## src/rtl/serial_adder_sequencer.sv

```systemverilog
// serial_adder_sequencer
//   Walks a 1-bit full adder with a carry latch through a WIDTH-bit addition,
//   LSB first. Operands are captured on an accepted start, one bit pair is
//   consumed per run step, and each sum bit is shifted into the result
//   register from the MSB end so the result lands aligned after WIDTH steps.
//
// Ports
//   clk      : system clock, rising edge
//   reset    : asynchronous active-high reset
//   start    : begin an addition (honoured only in IDLE)
//   runstop  : 1 = stop/hold, 0 = run
//   op_a/b   : operands, captured on accepted start
//   bit_a/b  : bit pair currently presented to the adder (shift reg LSBs)
//   carry_q  : carry latch
//   sum      : result register, held until the next accepted start
//   cout     : final carry of the last completed addition
//   busy     : RUN or PAUSE
//   done     : one-cycle pulse in DONE
//   led      : {cout, paused, busy, carry_q, last sum bit}
module serial_adder_sequencer #(
   parameter int WIDTH = 4
) (
   input  logic             clk,
   input  logic             reset,
   input  logic             start,
   input  logic             runstop,
   input  logic [WIDTH-1:0] op_a,
   input  logic [WIDTH-1:0] op_b,
   output logic             bit_a,
   output logic             bit_b,
   output logic             carry_q,
   output logic [WIDTH-1:0] sum,
   output logic             cout,
   output logic             busy,
   output logic             done,
   output logic [4:0]       led
);

   localparam int CW = $clog2(WIDTH);

   localparam logic [1:0] S_IDLE  = 2'd0;
   localparam logic [1:0] S_RUN   = 2'd1;
   localparam logic [1:0] S_PAUSE = 2'd2;
   localparam logic [1:0] S_DONE  = 2'd3;

   logic [1:0]       r_state;
   logic [WIDTH-1:0] r_sha;
   logic [WIDTH-1:0] r_shb;
   logic [WIDTH-1:0] r_sum;
   logic             r_carry;
   logic             r_cout;
   logic             r_led0;
   logic [CW-1:0]    r_cnt;

   logic w_s;
   logic w_c;
   logic w_last;

   // Full adder on the current LSB pair and the latched carry.
   assign w_s    = r_sha[0] ^ r_shb[0] ^ r_carry;
   assign w_c    = (r_sha[0] & r_shb[0]) | (r_sha[0] & r_carry) | (r_shb[0] & r_carry);
   assign w_last = (r_cnt == CW'(WIDTH - 1));

   always_ff @(posedge clk or posedge reset) begin
      if (reset) begin
         r_state <= S_IDLE;
         r_sha   <= '0;
         r_shb   <= '0;
         r_sum   <= '0;
         r_carry <= 1'b0;
         r_cout  <= 1'b0;
         r_led0  <= 1'b0;
         r_cnt   <= '0;
      end else begin
         case (r_state)
            S_IDLE: begin
               if (start) begin
                  r_sha   <= op_a;
                  r_shb   <= op_b;
                  r_carry <= 1'b0;
                  r_sum   <= '0;
                  r_cnt   <= '0;
                  r_cout  <= 1'b0;
                  r_state <= S_RUN;
               end
            end
            S_RUN: begin
               if (runstop) begin
                  r_state <= S_PAUSE;
               end else begin
                  r_carry <= w_c;
                  r_sum   <= {w_s, r_sum[WIDTH-1:1]};
                  r_sha   <= {1'b0, r_sha[WIDTH-1:1]};
                  r_shb   <= {1'b0, r_shb[WIDTH-1:1]};
                  r_cnt   <= r_cnt + 1'b1;
                  r_led0  <= w_s;
                  if (w_last) begin
                     r_cout  <= w_c;
                     r_state <= S_DONE;
                  end
               end
            end
            // Resuming costs one edge with no step, so each stop episode
            // adds P+1 cycles.
            S_PAUSE: begin
               if (!runstop) r_state <= S_RUN;
            end
            default: r_state <= S_IDLE;
         endcase
      end
   end

   // Shift regs are empty outside RUN/PAUSE, so these read 0 there.
   assign bit_a   = r_sha[0];
   assign bit_b   = r_shb[0];
   assign carry_q = r_carry;
   assign sum     = r_sum;
   assign cout    = r_cout;
   assign busy    = (r_state == S_RUN) || (r_state == S_PAUSE);
   assign done    = (r_state == S_DONE);
   assign led     = {r_cout, (r_state == S_PAUSE), busy, r_carry, r_led0};

endmodule
```

## config.mk

```make
export PLATFORM = sky130hd
export DESIGN_NAME = serial_adder_sequencer
export DESIGN_NICKNAME = d
export VERILOG_FILES = /design/src/rtl/serial_adder_sequencer.sv
export SDC_FILE = /design/constraint.sdc
export NUM_CORES = 1
export LEC_CHECK = 0
export BUFFER_PORTS_ARGS = -buffer_cell sky130_fd_sc_hd__buf_2
export CORE_ASPECT_RATIO = 1.5
export CORE_UTILIZATION = 40
export CTS_CLUSTER_DIAMETER = 30
export CTS_CLUSTER_SIZE = 16
export DETAILED_ROUTE_END_ITERATION = 12
export SETUP_SLACK_MARGIN = 0.05
export SLEW_MARGIN = 20
export SYNTH_ARGS = -nofsm -noshare
export SYNTH_HDL_FRONTEND = slang
export SYNTH_SLANG_ARGS = --single-unit
```

## constraint.sdc

```tcl
create_clock -name clk -period 3.9 [get_ports clk]
set_input_delay 0.39 -clock clk [delete_from_list [all_inputs] [get_ports clk]]
set_output_delay 0.39 -clock clk [all_outputs]
set_load 0.005 [all_outputs]
```

## Word level (Yosys, flattened, before mapping)

Index checks and enable logic that the tools add are counted.

- Register bits: 19
- Input bits: 12
- Output and inout port bits: 15
- Logic and storage cells: 56

- Add/subtract/negate cells: 1
- Equality and inequality tests: 9
- Mux-type cells: 23
- Bitwise logic cells: 8
- Reduce and logical (&&, ||, !) cells: 7

Operators by type and width:

| operator | count |
|---|---|
| $mux 4 | 6 |
| $pmux 4 s2 | 3 |
| $mux 2 | 6 |
| $ne 2x2->1 const B | 4 |
| $eq 2x2->1 const B | 3 |
| $pmux 2 s3 | 1 |
| $reduce_and 3->1 | 2 |
| $mux 1 | 4 |
| $pmux 1 s2 | 2 |
| $pmux 2 s2 | 1 |
| $reduce_and 4->1 | 1 |
| $and 1x1->1 | 3 |
| $ne 3x3->1 const B | 1 |
| $add 2x1->2 const B | 1 |
| $eq 2x1->1 const B | 1 |
| $logic_not 2->1 | 1 |
| $or 1x1->1 | 2 |
| $reduce_and 2->1 | 1 |
| $reduce_bool 2->1 | 1 |
| $xor 1x1->1 | 2 |
| $logic_or 1x1->1 | 1 |
| $not 1->1 | 1 |

## Logic depth before layout (Yosys ltp)

Gate-level depths: netlist of the first run.

- Word-level depth: 6
- Depth in mapped cells: 6
- Mapped depth without buffers: 5

## Worst setup path before layout of the first run

Ideal clock, no wire load.

- Path type: flip-flop to flip-flop
- From: reg r_state[0]
- To: reg r_sha[1]
- Setup time: 127 ps
- Data arrival time: 1644 ps
- Required time: 3773 ps
- Slack: 2129 ps
- Stages on the path, launching flop included: 7
- Period minus slack after synthesis: 1771 ps
- Cell sequence: dfrtp_1 -> inv_1 -> ha_1 -> and2b_2 -> a21oi_4 -> buf_6 -> mux2_1

- Longest elaborated chain between the ends: 3

RTL lines:

| element | line | source |
|---|---|---|
| start: declaration | 46 | `logic [1:0] r_state;` |
| start signal: assignment | 66 | `r_state <= S_IDLE;` |
| start signal: assignment | 84 | `r_state <= S_RUN;` |
| start signal: assignment | 89 | `r_state <= S_PAUSE;` |
| $eq 2x1->1 / $logic_not 2->1 (equally long branches) | 75 | `case (r_state)` |
| $ne 2x2->1 (no line) / $reduce_bool 2->1 (equally long branches) | n/a |  |
| $reduce_and 3->1 (no line) | n/a |  |
| end signal: assignment | 78 | `r_sha <= op_a;` |
| end signal: assignment | 93 | `r_sha <= {1'b0, r_sha[WIDTH-1:1]};` |
| end: declaration | 47 | `logic [WIDTH-1:0] r_sha;` |

Parallel ways exist; a longest one is shown, timed or not.
A chain may end at the register's enable or synchronous reset.

## Worst setup path after layout of the first run

- From: reg r_state[1]
- To: reg r_sum[3], in the netlist sum[3]

- Longest elaborated chain between the ends: 3

RTL lines:

| element | line | source |
|---|---|---|
| $eq 2x1->1 / $logic_not 2->1 (equally long branches) | 75 |  |
| $ne 2x2->1 (no line) / $reduce_bool 2->1 (equally long branches) | n/a |  |
| $reduce_and 3->1 (no line) | n/a |  |
| end signal: assignment | 92 | `r_sum <= {w_s, r_sum[WIDTH-1:1]};` |
| end: declaration | 49 | `logic [WIDTH-1:0] r_sum;` |

Parallel ways exist; a longest one is shown, timed or not.

==> impl_metrics.env, run 1 <==
export IMPL_status="completed"
export IMPL_endpoint_kind="flop"
export IMPL_path_max_fanout=15
export IMPL_arrival_ns=2.43
export IMPL_reg2reg_slack_ns=1.65
export IMPL_design_area_sq_um=1230
export IMPL_wl_per_cell_microns=12.2
export IMPL_fin_crit_sh=0.576
export IMPL_std_cell_rows=22
export IMPL_finalWirelength_mm=1.88
export IMPL_first_global_vias=711
export IMPL_crit_family="adder cells"
export IMPL_overflow=0
export IMPL_clock_latency_ns=0.29
export IMPL_synth_top_area_share=0.443
export IMPL_p_switching_w=0.000358
export IMPL_hold_viol=0
export IMPL_crit_chain="inv_1, ha_1, nand2b_1, a21oi_4, mux2_1"
export IMPL_cts_setup_buffers=0
export IMPL_die_x_microns=44.3
export IMPL_hpwl_mm=1.43
export IMPL_final_antenna_net_count=0
export IMPL_grt_pass1_wl_mm=3.02
export IMPL_slowest_stage="ha_1"
export IMPL_ys_seq_elements=19
export IMPL_crit_type="flop to flop"
export IMPL_holdCritPathClass="primary input to asynchronous set/reset pin"
export IMPL_cts_buffer_depth=2
export IMPL_drc=0
export IMPL_power_density_nw_per_um2=751
export IMPL_cts_htree_levels=1
export IMPL_placed_area_sq_um=1200
export IMPL_synth_fa_ha_area_frac=0.100
export IMPL_synth_top_family_by_area="multiplexers"
export IMPL_coreArea_sq_um=2500
export IMPL_cts_tree="yes"
export IMPL_synth_most_common_cell="dfrtp_1"
export IMPL_synth_mux_area_fraction=0.211
export IMPL_combPwrFrac=0.534
export IMPL_antenna_found_initial=0
export IMPL_syn_nets=114
export IMPL_startpoint_type="flop"
export IMPL_via_count=720
export IMPL_ir_drop_mv=0.322
export IMPL_drive_gt1_frac=0.314
export IMPL_seq_area_frac_synth=0.443
export IMPL_synthDistinctLibCells=24
export IMPL_swShare=0.388
export IMPL_gp_congestion=0.677
export IMPL_syn_instance_count=94
export IMPL_max_freq_mhz=445
export IMPL_fp_dieArea_sq_um=2900
export IMPL_worstMarginPinSlew_ns=0.723
export IMPL_rsz0062_at_grt="no"
export IMPL_avgSynthCellArea_sq_um=11.4
export IMPL_synth_common_cells="dfrtp_1, inv_1, mux2i_1, ha_1, mux2_1"
export IMPL_relSlewSlack=0.518
export IMPL_reg2reg_depth=5
export IMPL_clkSinkCount=19
export IMPL_worstPathRequired_ns=4.08
export IMPL_syn_to_final_growth_pct=14.5
export IMPL_fin_tns_setup_ns=0
export IMPL_fin_crit_ns=2.25
export IMPL_async_flop_share=1.00
export IMPL_grt_max_degree=20
export IMPL_fp_dieH_microns=65.5
export IMPL_synth_simple_area_share=0.104
export IMPL_firstDrtPassIters=4
export IMPL_drtIter0Drc=8
export IMPL_vias_per_cell=4.68
export IMPL_critPathBufInv=1
export IMPL_synth_area_leaders="dfrtp_1, ha_1, mux2i_1"
export IMPL_cts_root_buf="clkbuf_4"
export IMPL_cts_hold_fix_buffers=0
export IMPL_pwr_share_clk=0.109
export IMPL_synth_largest_area_cell="dfrtp_1"
export IMPL_path_clk_slew_ns=0.11
export IMPL_slew_violations=0
export IMPL_grtUsageTotal=0.140
export IMPL_nNetsFinal=139
export IMPL_slowest_delay_ns=0.52
export IMPL_timing_rr_end="sum[3]$_DFFE_PP0P_"
export IMPL_cap_violations=0
export IMPL_p_leak_nw=0.616
export IMPL_antenna_diode_count=0
export IMPL_post_cts_resized=0
export IMPL_start_util=0.429
export IMPL_ios=27
export IMPL_clock_skew_ns=0.00441
export IMPL_synth_compound_area_frac=0.0571
export IMPL_synth_edf_count=0
export IMPL_yosys_warnings=0
export IMPL_synth_xor_area_frac=0
export IMPL_cts_buffers=3
export IMPL_intPower_w=0.000565
export IMPL_synth_flop_cell="dfrtp_1"
export IMPL_io_buffers=26
export IMPL_regToRegStartpoint="r_state[1]$_DFFE_PP0P_"
export IMPL_seq_power_share=0.357
export IMPL_setup_viol=0
export IMPL_synthesis_area_sq_um=1070
==> cells by family (layout without fill, tap and decap cells) <==
kind of cell / after synthesis / after routing
muxes: 21 / 21
buffers and inverters: 18 / 42
DFF: 19 / 19
AOI/OAI and AO/OA: 8 / 8
and+or+nand+nor: 20 / 20
adders and majority gates: 8 / 8
==> metal layers <==
metal,wire length (microns),share of wire,track usage
met1,812,0.43,0.176
met2,991,0.53,0.232
met3,48,0.026,0.0165
met4,23,0.012,0.0682
met5,0,0,0
==> cells in the final DEF, fill, tap and decap left out, drive strengths merged <==
cell	synthesis	routed
buf	6	26
dfrtp	19	19
mux2	13	13
inv	12	12
mux2i	8	8
ha	7	7
nand2	5	5
nand2b	4	4
clkbuf	0	4
nor2b	3	3
nor2	3	3
o21ai	3	3
nand4b	2	2
a211oi	2	2
a21oi	2	2
and2b	1	1
and2	1	1
nor3	1	1
o32a	1	1
fa	1	1
==> layout make-up <==
type / count / area (sq um)
Tap cell: 36 / 45.0
Timing Repair Buffer: 26 / 130
Fill cell: 246 / 1280
Inverter: 12 / 45.0
Clock buffer: 4 / 26.3
Multi-Input combinational cell: 57 / 507
Sequential cell: 19 / 475
==> registers in the layout (all words and copies together), names as in the netlist <==
signal and cells:
carry_q 1, cout 1, r_cnt 2, r_led0 1, r_sha 4, r_shb 4, r_state 2, sum 4
==> through the flow <==
| step | cells | hold slack [ns] | utilization | power, W | setup slack, ns |
|---|---|---|---|---|---|
| final | 154 | 0.195 | 0.491 | 0.000923 | 1.65 |
| after global routing | 154 | 0.267 | 0.491 | 0.00100 | 1.47 |
| after CTS | 154 | 0.225 | 0.491 | 0.000939 | 1.62 |
| after detailed placement | 150 | 0.471 | 0.480 | 0.000837 | 1.64 |
| after global placement | 150 | 0.462 | 0.480 | 0.000825 | 1.71 |
| after floorplan | 94 | 0.341 | - | 0.000730 | 2.13 |
==> power by group through the flow <==
| stage | Sequential (W) | Clock, W | Combinational (W) |
|---|---|---|---|
| final | 0.000329 | 0.000101 | 0.000493 |
| after global routing | 0.000341 | 0.000108 | 0.000555 |
| after CTS | 0.000331 | 0.000104 | 0.000504 |
| after detailed placement | 0.000335 | 0 | 0.000501 |
| after global placement | 0.000330 | 0 | 0.000495 |
| after floorplan | 0.000327 | 0 | 0.000403 |
==> worst max path at each step <==
stage | startpoint | endpoint | depth (start not counted)
2_1_floorplan | r_state[0]$_DFFE_PP0P_ | r_sha[1]$_DFFE_PP0P_ | 6
3_3_place_gp | r_state[1]$_DFFE_PP0P_ | r_sha[2]$_DFFE_PP0P_ | 5
3_5_place_dp | r_state[1]$_DFFE_PP0P_ | sum[3]$_DFFE_PP0P_ | 5
4_1_cts | r_state[1]$_DFFE_PP0P_ | sum[3]$_DFFE_PP0P_ | 5
5_1_grt | r_state[1]$_DFFE_PP0P_ | carry_q$_DFFE_PP0P_ | 5
6_report | r_state[1]$_DFFE_PP0P_ | sum[3]$_DFFE_PP0P_ | 5
(Power assumes the default switching activity.)
==> run 2: changes to the inputs <==
Settings changed: PLACE_DENSITY set to 0.65.
Clock period 3.9 ns to 2 ns, I/O delays scaled along.
==> impl_metrics.env, run 2 (synthesized netlist as in run 1, its figures left out) <==
export IMPL_std_cell_rows=22
export IMPL_ir_drop_mv=0.849
export IMPL_syn_to_final_growth_pct=21.3
export IMPL_crit_chain="inv_1, ha_1, and2b_2, a211oi_1, mux2_2"
export IMPL_cts_tree="yes"
export IMPL_path_clk_slew_ns=0.11
export IMPL_final_antenna_net_count=0
export IMPL_antenna_diode_count=0
export IMPL_drive_gt1_frac=0.365
export IMPL_setup_viol=0
export IMPL_endpoint_kind="flop"
export IMPL_cts_buffer_depth=2
export IMPL_coreArea_sq_um=2500
export IMPL_io_buffers=26
export IMPL_relSlewSlack=0.513
export IMPL_drtIter0Drc=6
export IMPL_clock_skew_ns=0.00389
export IMPL_grt_pass1_wl_mm=3.24
export IMPL_final_cells=162
export IMPL_cts_root_buf="clkbuf_4"
export IMPL_via_count=765
export IMPL_violations="hold timing"
export IMPL_cap_violations=0
export IMPL_firstDrtPassIters=4
export IMPL_rsz0062_at_grt="no"
export IMPL_crit_type="flop to flop"
export IMPL_max_freq_mhz=541
export IMPL_slew_violations=0
export IMPL_fin_util=0.520
export IMPL_fin_tns_setup_ns=0
export IMPL_place_inst=154
export IMPL_grt_max_degree=20
export IMPL_finalWirelength_mm=1.86
export IMPL_drc=0
export IMPL_startpoint_type="flop"
export IMPL_fin_crit_ns=1.85
export IMPL_cts_hold_fix_buffers=0
export IMPL_slowest_stage="dfrtp_1"
export IMPL_ios=27
export IMPL_wl_per_cell_microns=11.5
export IMPL_worstPathRequired_ns=2.20
export IMPL_layout_commonest_cell="buf_2"
export IMPL_hpwl_mm=1.43
export IMPL_layout_common_cells="buf_2, dfrtp_1, inv_1"
export IMPL_p_leak_nw=0.659
export IMPL_die_x_microns=44.3
export IMPL_nNetsFinal=147
export IMPL_fp_dieH_microns=65.5
export IMPL_clock_latency_ns=0.30
export IMPL_holdCritPathClass="primary input to asynchronous set/reset pin"
export IMPL_power_density_nw_per_um2=1530
export IMPL_first_global_vias=756
export IMPL_path_max_fanout=6
export IMPL_timing_hold_ws_ns=-0.00146
export IMPL_crit_path_start="r_state[1]$_DFFE_PP0P_"
export IMPL_gp_congestion=0.778
export IMPL_regToRegStartpoint="r_state[1]$_DFFE_PP0P_"
export IMPL_hold_viol=4
export IMPL_clkSinkCount=19
export IMPL_overflow=0
export IMPL_cts_buffers=3
export IMPL_vias_per_cell=4.72
export IMPL_status="complete, but fails checks"
export IMPL_grtUsageTotal=0.156
export IMPL_fin_crit_sh=0.924
export IMPL_antenna_found_initial=0
export IMPL_worstMarginPinSlew_ns=0.729
export IMPL_slowest_delay_ns=0.44
export IMPL_start_util=0.429
export IMPL_arrival_ns=2.05
export IMPL_fp_dieArea_sq_um=2900
export IMPL_cts_htree_levels=1
[run 2: cell types whose count changed in the layout (fill, tap and decap cells not counted), sizes merged]
cell | before | now
buf | 26 | 34
[run 2: final cells by class]
class	count	area, sq um
clock buffers	4	26.3
fillers	238	1200
inverters	12	45.0
multi-input cells	57	507
flip-flops and latches	19	477
well taps	36	45.0
repair buffers	34	203
[run 2: final timing paths]
path | end | slack [ns] | cells after the start
max | cout$_DFFE_PP0P_ | 0.15 | 5
max reg2reg | cout$_DFFE_PP0P_ | 0.15 | 5
min in group clk | r_shb[3]$_DFFE_PP0P_ | 0.15 | 3
min | carry_q$_DFFE_PP0P_ | -0.001 | 2
min reg2reg | r_led0$_DFFE_PP0P_ | 0.49 | 2
max in group asynchronous | r_state[0]$_DFFE_PP0P_ | 1.49 | 2
[run 2: repair_timing]
item | in CTS | in global routing
buffers inserted | 0 | 4
setup endpoints to repair | 0 | 12
hold endpoints to repair | 0 | 0
resized for setup | 0 | 1
[run 2: critical path, delay by kind of cell (launching register included)]
family	cells	cell delay [ns]
AO/OA/AOI/OAI	1	0.30
adder cells (fa/ha/maj)	1	0.26
buffers and inverters	1	0.11
flip-flops	1	0.44
multiplexers	1	0.38
AND/OR/NAND/NOR	1	0.26
[run 2: metal layers]
layer,GRT usage,share of wire,vias to the layer above
met2,0.246,0.50,21
met3,0.0247,0.042,6
met4,0.125,0.041,0
li1,-,-,371
met1,0.182,0.42,367
met5,0,0,-
[run 2: stage by stage]
step | area (sq um) | setup WS, ns | power (W)
4_1_cts | 1260 | 0.0671 | 0.00189
2_1_floorplan | 1070 | 0.229 | 0.00142
3_5_place_dp | 1230 | 0.104 | 0.00168
3_3_place_gp | 1230 | 0.171 | 0.00166
5_1_grt | 1300 | 0.0725 | 0.00217
6_report | 1300 | 0.153 | 0.00199
[run 2: power by group]
part           leakage (nW)  total [W]  switching, W  internal, W
Sequential            0.242   0.000648      0.000102     0.000546
Clock                0.0150   0.000200      0.000122    0.0000778
Combinational         0.402    0.00114      0.000507     0.000635
Total                 0.659    0.00199      0.000731      0.00126
